**src/rtl/id_pkg.sv**
```systemverilog
//------------------------------------------------------------------------------
// id_pkg
// Shared constants and types for the RV32I decode stage: opcodes, ALU
// operation encodings, immediate formats, the ID/EX record and its bubble.
// Revision: 1.0
//------------------------------------------------------------------------------
`default_nettype none

package id_pkg;

  localparam int XLEN   = 32;
  localparam int NREGS  = 32;
  localparam int REG_AW = 5;

  // RV32I base opcodes
  localparam logic [6:0] c_OP_LUI    = 7'b0110111;
  localparam logic [6:0] c_OP_AUIPC  = 7'b0010111;
  localparam logic [6:0] c_OP_JAL    = 7'b1101111;
  localparam logic [6:0] c_OP_JALR   = 7'b1100111;
  localparam logic [6:0] c_OP_BRANCH = 7'b1100011;
  localparam logic [6:0] c_OP_LOAD   = 7'b0000011;
  localparam logic [6:0] c_OP_STORE  = 7'b0100011;
  localparam logic [6:0] c_OP_OPIMM  = 7'b0010011;
  localparam logic [6:0] c_OP_OP     = 7'b0110011;

  typedef enum logic [3:0] {
    ALU_ADD   = 4'd0,
    ALU_SUB   = 4'd1,
    ALU_SLL   = 4'd2,
    ALU_SLT   = 4'd3,
    ALU_SLTU  = 4'd4,
    ALU_XOR   = 4'd5,
    ALU_SRL   = 4'd6,
    ALU_SRA   = 4'd7,
    ALU_OR    = 4'd8,
    ALU_AND   = 4'd9,
    ALU_PASSB = 4'd10
  } alu_op_e;

  typedef enum logic [2:0] {
    IMM_NONE = 3'd0,
    IMM_I    = 3'd1,
    IMM_S    = 3'd2,
    IMM_B    = 3'd3,
    IMM_U    = 3'd4,
    IMM_J    = 3'd5
  } imm_type_e;

  // Contents of the ID/EX pipeline register
  typedef struct packed {
    logic              valid;
    logic [XLEN-1:0]   pc;
    logic [XLEN-1:0]   rs1_data;
    logic [XLEN-1:0]   rs2_data;
    logic [XLEN-1:0]   imm;
    logic [REG_AW-1:0] rd;
    logic [REG_AW-1:0] rs1;
    logic [REG_AW-1:0] rs2;
    alu_op_e           alu_op;
    logic              alu_src;
    logic              reg_write;
    logic              mem_read;
    logic              mem_write;
    logic              branch;
    logic              jump;
    logic              illegal;
  } idex_t;

  // A bubble clears every field, so no control can leak into execute
  localparam idex_t c_BUBBLE = '0;

  // Sign-extended immediate for the given instruction format
  function automatic logic [XLEN-1:0] gen_imm(input logic [31:0] instr,
                                              input imm_type_e   fmt);
    logic [XLEN-1:0] v;
    v = '0;
    case (fmt)
      IMM_I: v = {{20{instr[31]}}, instr[31:20]};
      IMM_S: v = {{20{instr[31]}}, instr[31:25], instr[11:7]};
      IMM_B: v = {{19{instr[31]}}, instr[31], instr[7], instr[30:25],
                  instr[11:8], 1'b0};
      IMM_U: v = {instr[31:12], 12'b0};
      IMM_J: v = {{11{instr[31]}}, instr[31], instr[19:12], instr[20],
                  instr[30:21], 1'b0};
      default: v = '0;
    endcase
    return v;
  endfunction

  // ALU op for OP / OP-IMM; funct7[5] means SUB only for register-register
  // ADD, and SRA for right shifts in both forms
  function automatic alu_op_e alu_from_funct(input logic [2:0] f3,
                                             input logic       f7b5,
                                             input logic       is_op);
    alu_op_e op;
    case (f3)
      3'b000:  op = (is_op && f7b5) ? ALU_SUB : ALU_ADD;
      3'b001:  op = ALU_SLL;
      3'b010:  op = ALU_SLT;
      3'b011:  op = ALU_SLTU;
      3'b100:  op = ALU_XOR;
      3'b101:  op = f7b5 ? ALU_SRA : ALU_SRL;
      3'b110:  op = ALU_OR;
      default: op = ALU_AND;
    endcase
    return op;
  endfunction

endpackage

`default_nettype wire

```
**src/rtl/id_stage_if.sv**
```systemverilog
//------------------------------------------------------------------------------
// id_stage_if
// Bundles the fetch-side inputs, writeback port and ID/EX outputs of the
// decode stage. master = surrounding pipeline, slave = id_stage.
// Revision: 1.0
//------------------------------------------------------------------------------
`default_nettype none

interface id_stage_if;
  import id_pkg::*;

  // fetch / control inputs
  logic [XLEN-1:0]   pc_in;
  logic [31:0]       instruction;
  logic              stall_in;
  logic              flush_in;
  // writeback port
  logic              wb_en;
  logic [REG_AW-1:0] wb_rd;
  logic [XLEN-1:0]   wb_data;
  // outputs
  logic              hazard_stall;
  logic              id_valid;
  logic [XLEN-1:0]   id_pc;
  logic [XLEN-1:0]   rs1_data;
  logic [XLEN-1:0]   rs2_data;
  logic [XLEN-1:0]   imm;
  logic [REG_AW-1:0] rd;
  logic [REG_AW-1:0] rs1;
  logic [REG_AW-1:0] rs2;
  alu_op_e           alu_op;
  logic              alu_src;
  logic              reg_write;
  logic              mem_read;
  logic              mem_write;
  logic              branch;
  logic              jump;
  logic              illegal;

  modport master (
    output pc_in, instruction, stall_in, flush_in, wb_en, wb_rd, wb_data,
    input  hazard_stall, id_valid, id_pc, rs1_data, rs2_data, imm, rd, rs1,
           rs2, alu_op, alu_src, reg_write, mem_read, mem_write, branch, jump,
           illegal
  );

  modport slave (
    input  pc_in, instruction, stall_in, flush_in, wb_en, wb_rd, wb_data,
    output hazard_stall, id_valid, id_pc, rs1_data, rs2_data, imm, rd, rs1,
           rs2, alu_op, alu_src, reg_write, mem_read, mem_write, branch, jump,
           illegal
  );

endinterface

`default_nettype wire

```
**src/rtl/regfile_2r1w.sv**
```systemverilog
//------------------------------------------------------------------------------
// regfile_2r1w
// 32 x XLEN integer register file: two asynchronous read ports, one
// synchronous write port, asynchronous active-low clear. x0 is hardwired 0.
// Optional macro ID_WB_BYPASS_EN: a same-cycle write is forwarded to reads.
// Revision: 1.0
//------------------------------------------------------------------------------
`default_nettype none

module regfile_2r1w
  import id_pkg::*;
(
  input  wire logic              clk,
  input  wire logic              rst_n,
  input  wire logic [REG_AW-1:0] i_raddr1,
  input  wire logic [REG_AW-1:0] i_raddr2,
  output logic      [XLEN-1:0]   o_rdata1,
  output logic      [XLEN-1:0]   o_rdata2,
  input  wire logic              i_we,
  input  wire logic [REG_AW-1:0] i_waddr,
  input  wire logic [XLEN-1:0]   i_wdata
);

  logic [XLEN-1:0] r_regs [NREGS];

  // Write port; index 0 is never written so it stays at its reset value
  always_ff @(posedge clk or negedge rst_n) begin
    if (!rst_n) begin
      for (int i = 0; i < NREGS; i++) begin
        r_regs[i] <= '0;
      end
    end else if (i_we && (i_waddr != '0)) begin
      r_regs[i_waddr] <= i_wdata;
    end
  end

  // Read ports, optionally forwarding the write happening this cycle
  always_comb begin
    o_rdata1 = (i_raddr1 == '0) ? '0 : r_regs[i_raddr1];
    o_rdata2 = (i_raddr2 == '0) ? '0 : r_regs[i_raddr2];
`ifdef ID_WB_BYPASS_EN
    if (i_we && (i_waddr != '0) && (i_waddr == i_raddr1)) o_rdata1 = i_wdata;
    if (i_we && (i_waddr != '0) && (i_waddr == i_raddr2)) o_rdata2 = i_wdata;
`else
    // Writeback-to-decode hazards are resolved outside this stage
`endif
  end

endmodule

`default_nettype wire

```
**src/rtl/id_stage.sv**
```systemverilog
//------------------------------------------------------------------------------
// id_stage
// RV32I decode stage: register-file read, control/immediate decode,
// load-use hazard detection and the ID/EX pipeline register.
// Optional macro ID_WB_BYPASS_EN (handled in regfile_2r1w) forwards a
// same-cycle writeback into the operand read.
// Revision: 1.0
//------------------------------------------------------------------------------
`default_nettype none

module id_stage
  import id_pkg::*;
(
  input  wire logic clk,
  input  wire logic reset,      // asynchronous, active-low
  id_stage_if.slave bus
);

  logic [6:0]        w_opcode;
  logic [2:0]        w_funct3;
  logic              w_f7b5;
  logic [REG_AW-1:0] w_rd;
  logic [REG_AW-1:0] w_rs1;
  logic [REG_AW-1:0] w_rs2;
  logic [XLEN-1:0]   w_rs1_data;
  logic [XLEN-1:0]   w_rs2_data;
  imm_type_e         w_imm_type;
  logic              w_use_rs1;
  logic              w_use_rs2;
  logic              w_hazard;
  idex_t             w_dec;
  idex_t             r_idex;

  assign w_opcode = bus.instruction[6:0];
  assign w_funct3 = bus.instruction[14:12];
  assign w_f7b5   = bus.instruction[30];
  assign w_rd     = bus.instruction[11:7];
  assign w_rs1    = bus.instruction[19:15];
  assign w_rs2    = bus.instruction[24:20];

  regfile_2r1w u_regfile (
    .clk      (clk),
    .rst_n    (reset),
    .i_raddr1 (w_rs1),
    .i_raddr2 (w_rs2),
    .o_rdata1 (w_rs1_data),
    .o_rdata2 (w_rs2_data),
    .i_we     (bus.wb_en),
    .i_waddr  (bus.wb_rd),
    .i_wdata  (bus.wb_data)
  );

  // Combinational decode of the fetched instruction into an ID/EX record
  always_comb begin
    w_dec          = c_BUBBLE;
    w_imm_type     = IMM_NONE;
    w_use_rs1      = 1'b0;
    w_use_rs2      = 1'b0;
    w_dec.valid    = 1'b1;
    w_dec.pc       = bus.pc_in;
    w_dec.rs1_data = w_rs1_data;
    w_dec.rs2_data = w_rs2_data;
    w_dec.rd       = w_rd;
    w_dec.rs1      = w_rs1;
    w_dec.rs2      = w_rs2;
    w_dec.alu_op   = ALU_ADD;

    case (w_opcode)
      c_OP_LUI: begin
        w_imm_type      = IMM_U;
        w_dec.alu_op    = ALU_PASSB;
        w_dec.alu_src   = 1'b1;
        w_dec.reg_write = 1'b1;
      end
      c_OP_AUIPC: begin
        w_imm_type      = IMM_U;
        w_dec.alu_src   = 1'b1;
        w_dec.reg_write = 1'b1;
      end
      c_OP_JAL: begin
        w_imm_type      = IMM_J;
        w_dec.alu_src   = 1'b1;
        w_dec.reg_write = 1'b1;
        w_dec.jump      = 1'b1;
      end
      c_OP_JALR: begin
        w_imm_type      = IMM_I;
        w_use_rs1       = 1'b1;
        w_dec.alu_src   = 1'b1;
        w_dec.reg_write = 1'b1;
        w_dec.jump      = 1'b1;
      end
      c_OP_BRANCH: begin
        // The ALU produces the comparison; signedness follows funct3
        w_imm_type   = IMM_B;
        w_use_rs1    = 1'b1;
        w_use_rs2    = 1'b1;
        w_dec.branch = 1'b1;
        case (w_funct3[2:1])
          2'b10:   w_dec.alu_op = ALU_SLT;
          2'b11:   w_dec.alu_op = ALU_SLTU;
          default: w_dec.alu_op = ALU_SUB;
        endcase
      end
      c_OP_LOAD: begin
        w_imm_type      = IMM_I;
        w_use_rs1       = 1'b1;
        w_dec.alu_src   = 1'b1;
        w_dec.reg_write = 1'b1;
        w_dec.mem_read  = 1'b1;
      end
      c_OP_STORE: begin
        w_imm_type      = IMM_S;
        w_use_rs1       = 1'b1;
        w_use_rs2       = 1'b1;
        w_dec.alu_src   = 1'b1;
        w_dec.mem_write = 1'b1;
      end
      c_OP_OPIMM: begin
        w_imm_type      = IMM_I;
        w_use_rs1       = 1'b1;
        w_dec.alu_src   = 1'b1;
        w_dec.reg_write = 1'b1;
        w_dec.alu_op    = alu_from_funct(w_funct3, w_f7b5, 1'b0);
      end
      c_OP_OP: begin
        w_use_rs1       = 1'b1;
        w_use_rs2       = 1'b1;
        w_dec.reg_write = 1'b1;
        w_dec.alu_op    = alu_from_funct(w_funct3, w_f7b5, 1'b1);
      end
      default: begin
        w_dec.illegal = 1'b1;
      end
    endcase

    w_dec.imm = gen_imm(bus.instruction, w_imm_type);

    // All-zero instruction is a fetch bubble, not an illegal opcode
    if (bus.instruction == '0) begin
      w_dec     = c_BUBBLE;
      w_use_rs1 = 1'b0;
      w_use_rs2 = 1'b0;
    end
  end

  // Load in ID/EX whose destination feeds a source this instruction reads
  always_comb begin
    w_hazard = r_idex.valid && r_idex.mem_read && (r_idex.rd != '0) &&
               ((w_use_rs1 && (r_idex.rd == w_rs1)) ||
                (w_use_rs2 && (r_idex.rd == w_rs2)));
  end

  // ID/EX register: flush beats stall, stall beats hazard bubble
  always_ff @(posedge clk or negedge reset) begin
    if (!reset) begin
      r_idex <= c_BUBBLE;
    end else if (bus.flush_in) begin
      r_idex <= c_BUBBLE;
    end else if (bus.stall_in) begin
      r_idex <= r_idex;
    end else if (w_hazard) begin
      r_idex <= c_BUBBLE;
    end else begin
      r_idex <= w_dec;
    end
  end

  assign bus.hazard_stall = w_hazard;
  assign bus.id_valid     = r_idex.valid;
  assign bus.id_pc        = r_idex.pc;
  assign bus.rs1_data     = r_idex.rs1_data;
  assign bus.rs2_data     = r_idex.rs2_data;
  assign bus.imm          = r_idex.imm;
  assign bus.rd           = r_idex.rd;
  assign bus.rs1          = r_idex.rs1;
  assign bus.rs2          = r_idex.rs2;
  assign bus.alu_op       = r_idex.alu_op;
  assign bus.alu_src      = r_idex.alu_src;
  assign bus.reg_write    = r_idex.reg_write;
  assign bus.mem_read     = r_idex.mem_read;
  assign bus.mem_write    = r_idex.mem_write;
  assign bus.branch       = r_idex.branch;
  assign bus.jump         = r_idex.jump;
  assign bus.illegal      = r_idex.illegal;

endmodule

`default_nettype wire

```
**src/flat_wrapper.sv**
```systemverilog
// flat-port wrapper written by rule: the top's interface ports become plain ports
module id_stage_flat import id_pkg::*;
  (clk, reset, bus_pc_in, bus_instruction, bus_stall_in, bus_flush_in, bus_wb_en, bus_wb_rd, bus_wb_data, bus_hazard_stall, bus_id_valid, bus_id_pc, bus_rs1_data, bus_rs2_data, bus_imm, bus_rd, bus_rs1, bus_rs2, bus_alu_op, bus_alu_src, bus_reg_write, bus_mem_read, bus_mem_write, bus_branch, bus_jump, bus_illegal);
  id_stage_if bus_i ();
  input  wire logic clk;
  input  wire logic reset;
  input wire logic [$bits(bus_i.pc_in)-1:0] bus_pc_in;
  input wire logic [$bits(bus_i.instruction)-1:0] bus_instruction;
  input wire logic [$bits(bus_i.stall_in)-1:0] bus_stall_in;
  input wire logic [$bits(bus_i.flush_in)-1:0] bus_flush_in;
  input wire logic [$bits(bus_i.wb_en)-1:0] bus_wb_en;
  input wire logic [$bits(bus_i.wb_rd)-1:0] bus_wb_rd;
  input wire logic [$bits(bus_i.wb_data)-1:0] bus_wb_data;
  output wire logic [$bits(bus_i.hazard_stall)-1:0] bus_hazard_stall;
  output wire logic [$bits(bus_i.id_valid)-1:0] bus_id_valid;
  output wire logic [$bits(bus_i.id_pc)-1:0] bus_id_pc;
  output wire logic [$bits(bus_i.rs1_data)-1:0] bus_rs1_data;
  output wire logic [$bits(bus_i.rs2_data)-1:0] bus_rs2_data;
  output wire logic [$bits(bus_i.imm)-1:0] bus_imm;
  output wire logic [$bits(bus_i.rd)-1:0] bus_rd;
  output wire logic [$bits(bus_i.rs1)-1:0] bus_rs1;
  output wire logic [$bits(bus_i.rs2)-1:0] bus_rs2;
  output wire logic [$bits(bus_i.alu_op)-1:0] bus_alu_op;
  output wire logic [$bits(bus_i.alu_src)-1:0] bus_alu_src;
  output wire logic [$bits(bus_i.reg_write)-1:0] bus_reg_write;
  output wire logic [$bits(bus_i.mem_read)-1:0] bus_mem_read;
  output wire logic [$bits(bus_i.mem_write)-1:0] bus_mem_write;
  output wire logic [$bits(bus_i.branch)-1:0] bus_branch;
  output wire logic [$bits(bus_i.jump)-1:0] bus_jump;
  output wire logic [$bits(bus_i.illegal)-1:0] bus_illegal;
  assign bus_i.pc_in = bus_pc_in;
  assign bus_i.instruction = bus_instruction;
  assign bus_i.stall_in = bus_stall_in;
  assign bus_i.flush_in = bus_flush_in;
  assign bus_i.wb_en = bus_wb_en;
  assign bus_i.wb_rd = bus_wb_rd;
  assign bus_i.wb_data = bus_wb_data;
  assign bus_hazard_stall = bus_i.hazard_stall;
  assign bus_id_valid = bus_i.id_valid;
  assign bus_id_pc = bus_i.id_pc;
  assign bus_rs1_data = bus_i.rs1_data;
  assign bus_rs2_data = bus_i.rs2_data;
  assign bus_imm = bus_i.imm;
  assign bus_rd = bus_i.rd;
  assign bus_rs1 = bus_i.rs1;
  assign bus_rs2 = bus_i.rs2;
  assign bus_alu_op = bus_i.alu_op;
  assign bus_alu_src = bus_i.alu_src;
  assign bus_reg_write = bus_i.reg_write;
  assign bus_mem_read = bus_i.mem_read;
  assign bus_mem_write = bus_i.mem_write;
  assign bus_branch = bus_i.branch;
  assign bus_jump = bus_i.jump;
  assign bus_illegal = bus_i.illegal;
  id_stage u_core (.clk(clk), .reset(reset), .bus(bus_i));
endmodule
```
**config.mk**
```make
export PLATFORM = sky130hd
export DESIGN_NAME = id_stage_flat
export DESIGN_NICKNAME = d
export VERILOG_FILES = /design/src/rtl/id_pkg.sv /design/src/rtl/id_stage_if.sv /design/src/rtl/regfile_2r1w.sv /design/src/rtl/id_stage.sv /design/src/flat_wrapper.sv
export SDC_FILE = /design/constraint.sdc
export NUM_CORES = 2
export LEC_CHECK = 0
export CAP_MARGIN = 20
export CORE_MARGIN = 10
export CORE_UTILIZATION = 25
export DETAILED_ROUTE_END_ITERATION = 7
export SYNTH_ARGS = -nofsm -noshare
export SYNTH_HDL_FRONTEND = slang
export SYNTH_SLANG_ARGS = --single-unit
```
**constraint.sdc**
```tcl
create_clock -name clk -period 2.53 [get_ports clk]
set_input_delay 0.253 -clock clk [delete_from_list [all_inputs] [get_ports clk]]
set_output_delay 0.253 -clock clk [all_outputs]
set_load 0.02 [all_outputs]
```
# Yosys cells after proc, flatten, opt, wreduce, memory -nomap -nowiden
# Cells that the tools add are included.
[op_classes]
add_sub_neg = 0
multipliers = 0
n_div = 0
n_lt_le_gt_ge = 4
eq_ne = 25
shift = 0
muxes = 34
n_bitwise = 3
reduce_logical = 22
[op_table]
columns = ["op", "count"]
rows = [
  ["$bwmux W1024", 1],
  ["$mux W155", 4],
  ["$bmux W32 S5", 2],
  ["$mux W32", 7],
  ["$demux W32 S5", 1],
  ["$pmux W32 S5", 1],
  ["$pmux W4 S7", 2],
  ["$logic_not A32 Y1", 1],
  ["$eq A7 B6 Y1 const B", 3],
  ["$eq A7 B7 Y1 const B", 3],
  ["$ge A6 B6 Y1 const B", 3],
  ["$not A5 Y6", 3],
  ["$pmux W4 S4", 1],
  ["$eq A3 B3 Y1 const B", 5],
  ["$pmux W3 S5", 1],
  ["$eq A7 B5 Y1 const B", 2],
  ["$reduce_or A7 Y1", 2],
  ["$mux W1", 13],
  ["$eq A3 B2 Y1 const B", 4],
  ["$eq A5 B5 Y1", 2],
  ["$logic_not A5 Y1", 2],
  ["$reduce_bool A5 Y1", 2],
  ["$reduce_or A9 Y1", 1],
  ["$eq A7 B2 Y1 const B", 1],
  ["other kinds (11)", 21],
]
[totals]
register_bits = 1179
latchBits = 0
ramBits = 0
mem_bits_ro = 0
in_bits = 106
out_inout_bits = 156
word_cells = 136
memories = 0

# Longest topological paths before layout
[logic_depth]
word_depth = 10
depth_mapped = 10
depth_no_buf = 6

# Modules after synthesis
# Synthesis repeated with hierarchy kept, for this count alone.
[unflattened]
cells_unflattened = 4134
area_unflattened_um2 = 60683.2
[modules_own_cells]
columns = ["mod", "instances", "cells_per_inst", "area_per_inst_um2", "seq_area_each_um2"]
rows = [
  ["regfile_2r1w", 1, 3623, 54461.0, 25624.6],
  ["id_stage", 1, 511, 6222.2, 3878.7],
]

# Least setup slack after synthesis
# OpenSTA, ideal clock, no wires.
[synth_path]
path_kind = "input to register"
startpoint = "input port bus_instruction[20]"
endpoint = "register u_core.r_idex (netlist bit u_core.bus.rs2_data[20])"
setup_time_ns = 0.138
arrival_time_ns = 2.374
required_ns = 2.392
setup_slack_ns = 0.017
path_stages = 7
n_path_buf = 3
cell_sequence = "buf_2 > buf_2 > buf_1 > mux4_2 > mux4_2 > nand3_1 > o211ai_1"
[synth_via]
elab_chain_len = 9
word_cells_on_any_way = 18
[synth_lines]
columns = ["item", "line", "text"]
rows = [
  ["start, declared", "flat_wrapper.sv:8", "input wire logic [$bits(bus_i.instruction)-1:0] bus_instruction;"],
  ["$not A5 Y6 (not written as such)", "regfile_2r1w.sv:40", "o_rdata2 = (i_raddr2 == '0) ? '0 : r_regs[i_raddr2];"],
  ["$bmux W32 S5", "regfile_2r1w.sv:40", ""],
  ["$mux W32 (not written as such) (2 in series)", "regfile_2r1w.sv:40", ""],
  ["$mux W32", "regfile_2r1w.sv:40", ""],
  ["$mux W155", "id_stage.sv:140", "if (bus.instruction == '0) begin"],
  ["$mux W155 (*)", "id_stage.sv:162", "end else if (w_hazard) begin"],
  ["$mux W155 (*)", "id_stage.sv:160", "end else if (bus.stall_in) begin"],
  ["$mux W155 (*)", "id_stage.sv:158", "end else if (bus.flush_in) begin"],
  ["end signal, assigned", "id_stage.sv:159", "r_idex <= c_BUBBLE;"],
  ["end signal, assigned", "id_stage.sv:161", "r_idex <= r_idex;"],
  ["end signal, assigned", "id_stage.sv:163", "r_idex <= c_BUBBLE;"],
  ["end, declared", "id_stage.sv:32", "idex_t r_idex;"],
]
# Every way passes the cells marked *; elsewhere a longest branch is shown, timed or not. The select of a mux whose other input is x is not followed.
# A chain may end at the register's enable or synchronous reset.

# Worst setup path after layout
[layout_path]
startpoint = "register u_core.r_idex (netlist bit u_core.bus.rd[0])"
endpoint = "output port bus_hazard_stall"
[layout_via]
elab_chain_len = 4
word_cells_on_any_way = 8
[layout_lines]
columns = ["item", "line", "text"]
rows = [
  ["start signal, assigned", "id_stage.sv:157", "r_idex <= c_BUBBLE;"],
  ["start signal, assigned", "id_stage.sv:159", ""],
  ["start signal, assigned", "id_stage.sv:161", ""],
  ["$eq A5 B5 Y1 (on tied branches)", "id_stage.sv:150, id_stage.sv:151", ""],
  ["$logic_and A1 B1 Y1 (on tied branches)", "id_stage.sv:150, id_stage.sv:151", ""],
  ["$logic_or A1 B1 Y1", "id_stage.sv:150", "((w_use_rs1 && (r_idex.rd == w_rs1)) ||"],
  ["$logic_and A1 B1 Y1 (*)", "id_stage.sv:149", "w_hazard = r_idex.valid && r_idex.mem_read && (r_idex.rd != '0) &&"],
  ["end, declared", "flat_wrapper.sv:14", "output wire logic [$bits(bus_i.hazard_stall)-1:0] bus_hazard_stall;"],
]
# Every way passes the cells marked *; elsewhere a longest branch is shown, timed or not.

==> results.cfg <==
[status]
outcome = complete, no violations

[sta]
timing.final.crit_share = 0.969
min_period_ps = 2450
clock_skew_ps = 20.3
hold_viol_final = 0
worst_pin_slew_ps = 1050
fmax_ghz = 0.408
max_slew_margin = 0.295
setup_viol = 0
layout_setup_ws_ps = 78.9
drv_slew = 0

[cells_and_area]
area_growth_pct = 22.0
fin_area_mm2 = 0.0730
final_cell_mix = dfrtp_1 (1174), mux2_2 (992), mux4_2 (555)
fillers = 23307
final_common_cell = dfrtp_1
nets = 4208
layout-drive-gt1-share = 0.498

[detailed_routing]
antenna_left = 0
vias = 37891
drt-pass1-iter-count = 7
routed_wl_um = 198000
drc = 0
drtIter0Drc = 3352
routed_via_density = 5.14
drt-wirelength-per-cell_um = 26.8

[logic_synthesis]
synth_seq_area_share = 0.493
synth-seq-cells = 1179
synth_top_flop_cell = dfrtp_1
synthesis.area_mm2 = 0.0599
synth_nets = 3972
yosys_warnings = 0
syn_avg_cell_area_um2 = 15.5
netlist-cell-type-count = 50
async_reset_ff_frac = 1.00
syn_inst = 3866
synth_edf_count = 0

[clocking]
cts_made_buffers = 131
cts_root_buf = clkbuf_16
cts_tree = built
insertion_delay_ps = 780
cts.htree.levels = 4
clock_sinks = 1179
cts.clk_slew.worst_paths_ps = 60
clock_path_buffers = 3

[worst_setup_path]
worstReg2RegStart = u_core.bus.rd[0]
crit_fanout = 4
start_kind = flip-flop
reg2reg_depth = 9
end_kind = primary output
arrival_ps = 2200
r2r_setup_slack_ps = 290
worstSetupPathType = reg -> out
r2r-end = u_core.bus.rs1_data[17]
required_ps = 2280

[pwr]
peakVddDrop_mv = 0.584
switchingPower_mw = 14.7
swShare = 0.266
pwr-share-clk = 0.362
seqPwrFrac = 0.443
power_density_mw_per_mm2 = 756
power.share.combinational = 0.194
leakage_nw = 30.5
power_report.internal_total_mw = 40.5

[die]
fp-row-count = 179
die-area_mm2 = 0.260
ioPinCount = 262
start_util = 0.252
die_w_um = 509
die_h_um = 509
core_mm2 = 0.238

[global_routing]
grt_pass1_wl_um = 289000
grt_pass1_vias = 39746
grt_use_total = 0.149
grt_overflow_total = 0
antenna_found_initial = 6
grt_max_degree = 112

[placement]
gp_congestion = 0.794
postPlaceCellArea_mm2 = 0.0685
dpl.hpwl_um = 125000
numPortBuffers = 261
dp_slack_ps = -333

[job]
drv_cap = 0

[min_path]
hp-class = in -> async
logic make-up after synthesis:
| family | Yosys count | share of synthesized area |
|---|---|---|
| muxes | 1703 | 0.421 |
| DFF | 1179 | 0.493 |
| and+or+nand+nor | 207 | 0.0162 |
| AOI/OAI and AO/OA | 300 | 0.0376 |
| xor gates and xnor gates | 10 | 0.00146 |
| buffers and inverters | 467 | 0.0308 |
critical path, stage by stage (launching register included):
cell,delay (ps)
dfrtp_2,470
buf_4,160
xor2_1,160
nor3_2,70
buf_4,140
o21ai_4,170
nand2_2,110
buf_6,150
stage by stage:
step | util | setup TNS, ps | power (mW) | hold slack (ps) | std cells
finish | 0.307 | 0 | 55.2 | 41.0 | 7366
global route | 0.307 | -0.506 | 57.7 | 46.7 | 7364
CTS | 0.307 | 0 | 55.7 | 19.0 | 7362
detailed placement | 0.288 | -32670 | 35.5 | 230 | 7129
global placement | 0.288 | -41710 | 35.0 | 217 | 7129
floorplan | - | 0 | 31.7 | -42.6 | 3866
sequential cells by signal, indices dropped and copies added (netlist names):
signal and cells:
u_core.bus.illegal 1, u_core.bus.rs1 5, u_core.bus.rs2_data 32, u_core.bus.rs1_data 32
u_core.bus.reg_write 1, u_core.bus.mem_write 1, u_core.bus.alu_op 4, u_core.bus.rs2 5
u_core.bus.id_pc 32, u_core.bus.rd 5, u_core.bus.alu_src 1, u_core.bus.mem_read 1
u_core.bus.id_valid 1, u_core.bus.jump 1, u_core.bus.branch 1, u_core.bus.imm 32
u_core.u_regfile.r_regs 1024
cell type report:
type,instances,area (um2),area share
flip-flops and latches,1179,29500,0.404
multi-input cells,2220,28800,0.394
repair buffers,536,6180,0.0846
well taps,3167,3960,0.0543
clock buffers,192,3930,0.0538
clock inverters,36,529,0.00725
inverters,34,128,0.00175
diodes,2,5.00,0.0000685
per-layer routing:
layer	global-route usage	routed length (um)	up-vias
met4	0.0430	5350	6
met2	0.242	94200	1222
li1	-	-	15459
met1	0.201	85500	20888
met3	0.0327	12500	316
met5	0	30	-
how the worst max path moves through the flow:
stage / start / to / slack, ps / cells past startpoint
after floorplan: bus_instruction[20] / u_core.bus.rs2_data[20] / 20 / 7
after global placement: bus_instruction[3] / bus_hazard_stall / -410 / 8
after detailed placement: bus_instruction[3] / bus_hazard_stall / -330 / 8
after CTS: u_core.bus.rd[3] / bus_hazard_stall / 2 / 7
after global routing: u_core.bus.rd[0] / bus_hazard_stall / -0.5 / 7
final: u_core.bus.rd[0] / bus_hazard_stall / 80 / 7
timing repair:
| action | in CTS | in global routing |
|---|---|---|
| hold endpoints to repair | 748 | 0 |
| hold buffers | 2 | 0 |
| pin swaps | 4 | 6 |
| cloned | 0 | 0 |
| setup endpoints to repair | 1 | 1 |
| buffers inserted | 3 | 2 |
| resized for setup | 17 | 3 |
synth_stat cells, types with 4 or more instances:
master / instances / area (um2)
nor4_1: 7 / 43.8
inv_1: 33 / 124
mux2_2: 992 / 11200
a221oi_1: 14 / 123
nand2_1: 88 / 330
xor2_1: 7 / 61.3
o211ai_1: 26 / 195
a32o_1: 39 / 390
nor2b_1: 5 / 31.3
a22o_1: 50 / 438
nor2_1: 33 / 124
a21oi_1: 26 / 130
o21ai_0: 50 / 250
buf_6: 5 / 56.3
nand3_1: 32 / 160
a22oi_1: 76 / 571
mux2i_1: 156 / 1560
a32oi_1: 7 / 61.3
mux4_2: 555 / 12500
clkbuf_1: 301 / 1130
buf_2: 39 / 195
nor3b_1: 4 / 30.0
buf_1: 87 / 327
dfrtp_1: 1179 / 29500
nor3_1: 9 / 45.0
nand3b_1: 5 / 37.5
power groups by stage:
stage / Sequential (mW) / Combinational, mW / Clock (mW)
finish: 24.5 / 10.7 / 20.0
global route: 24.9 / 11.5 / 21.3
CTS: 24.4 / 10.9 / 20.4
detailed placement: 24.7 / 10.8 / 0
global placement: 24.5 / 10.6 / 0
floorplan: 24.1 / 7.60 / 0
Power figures use the tool's default switching activity.
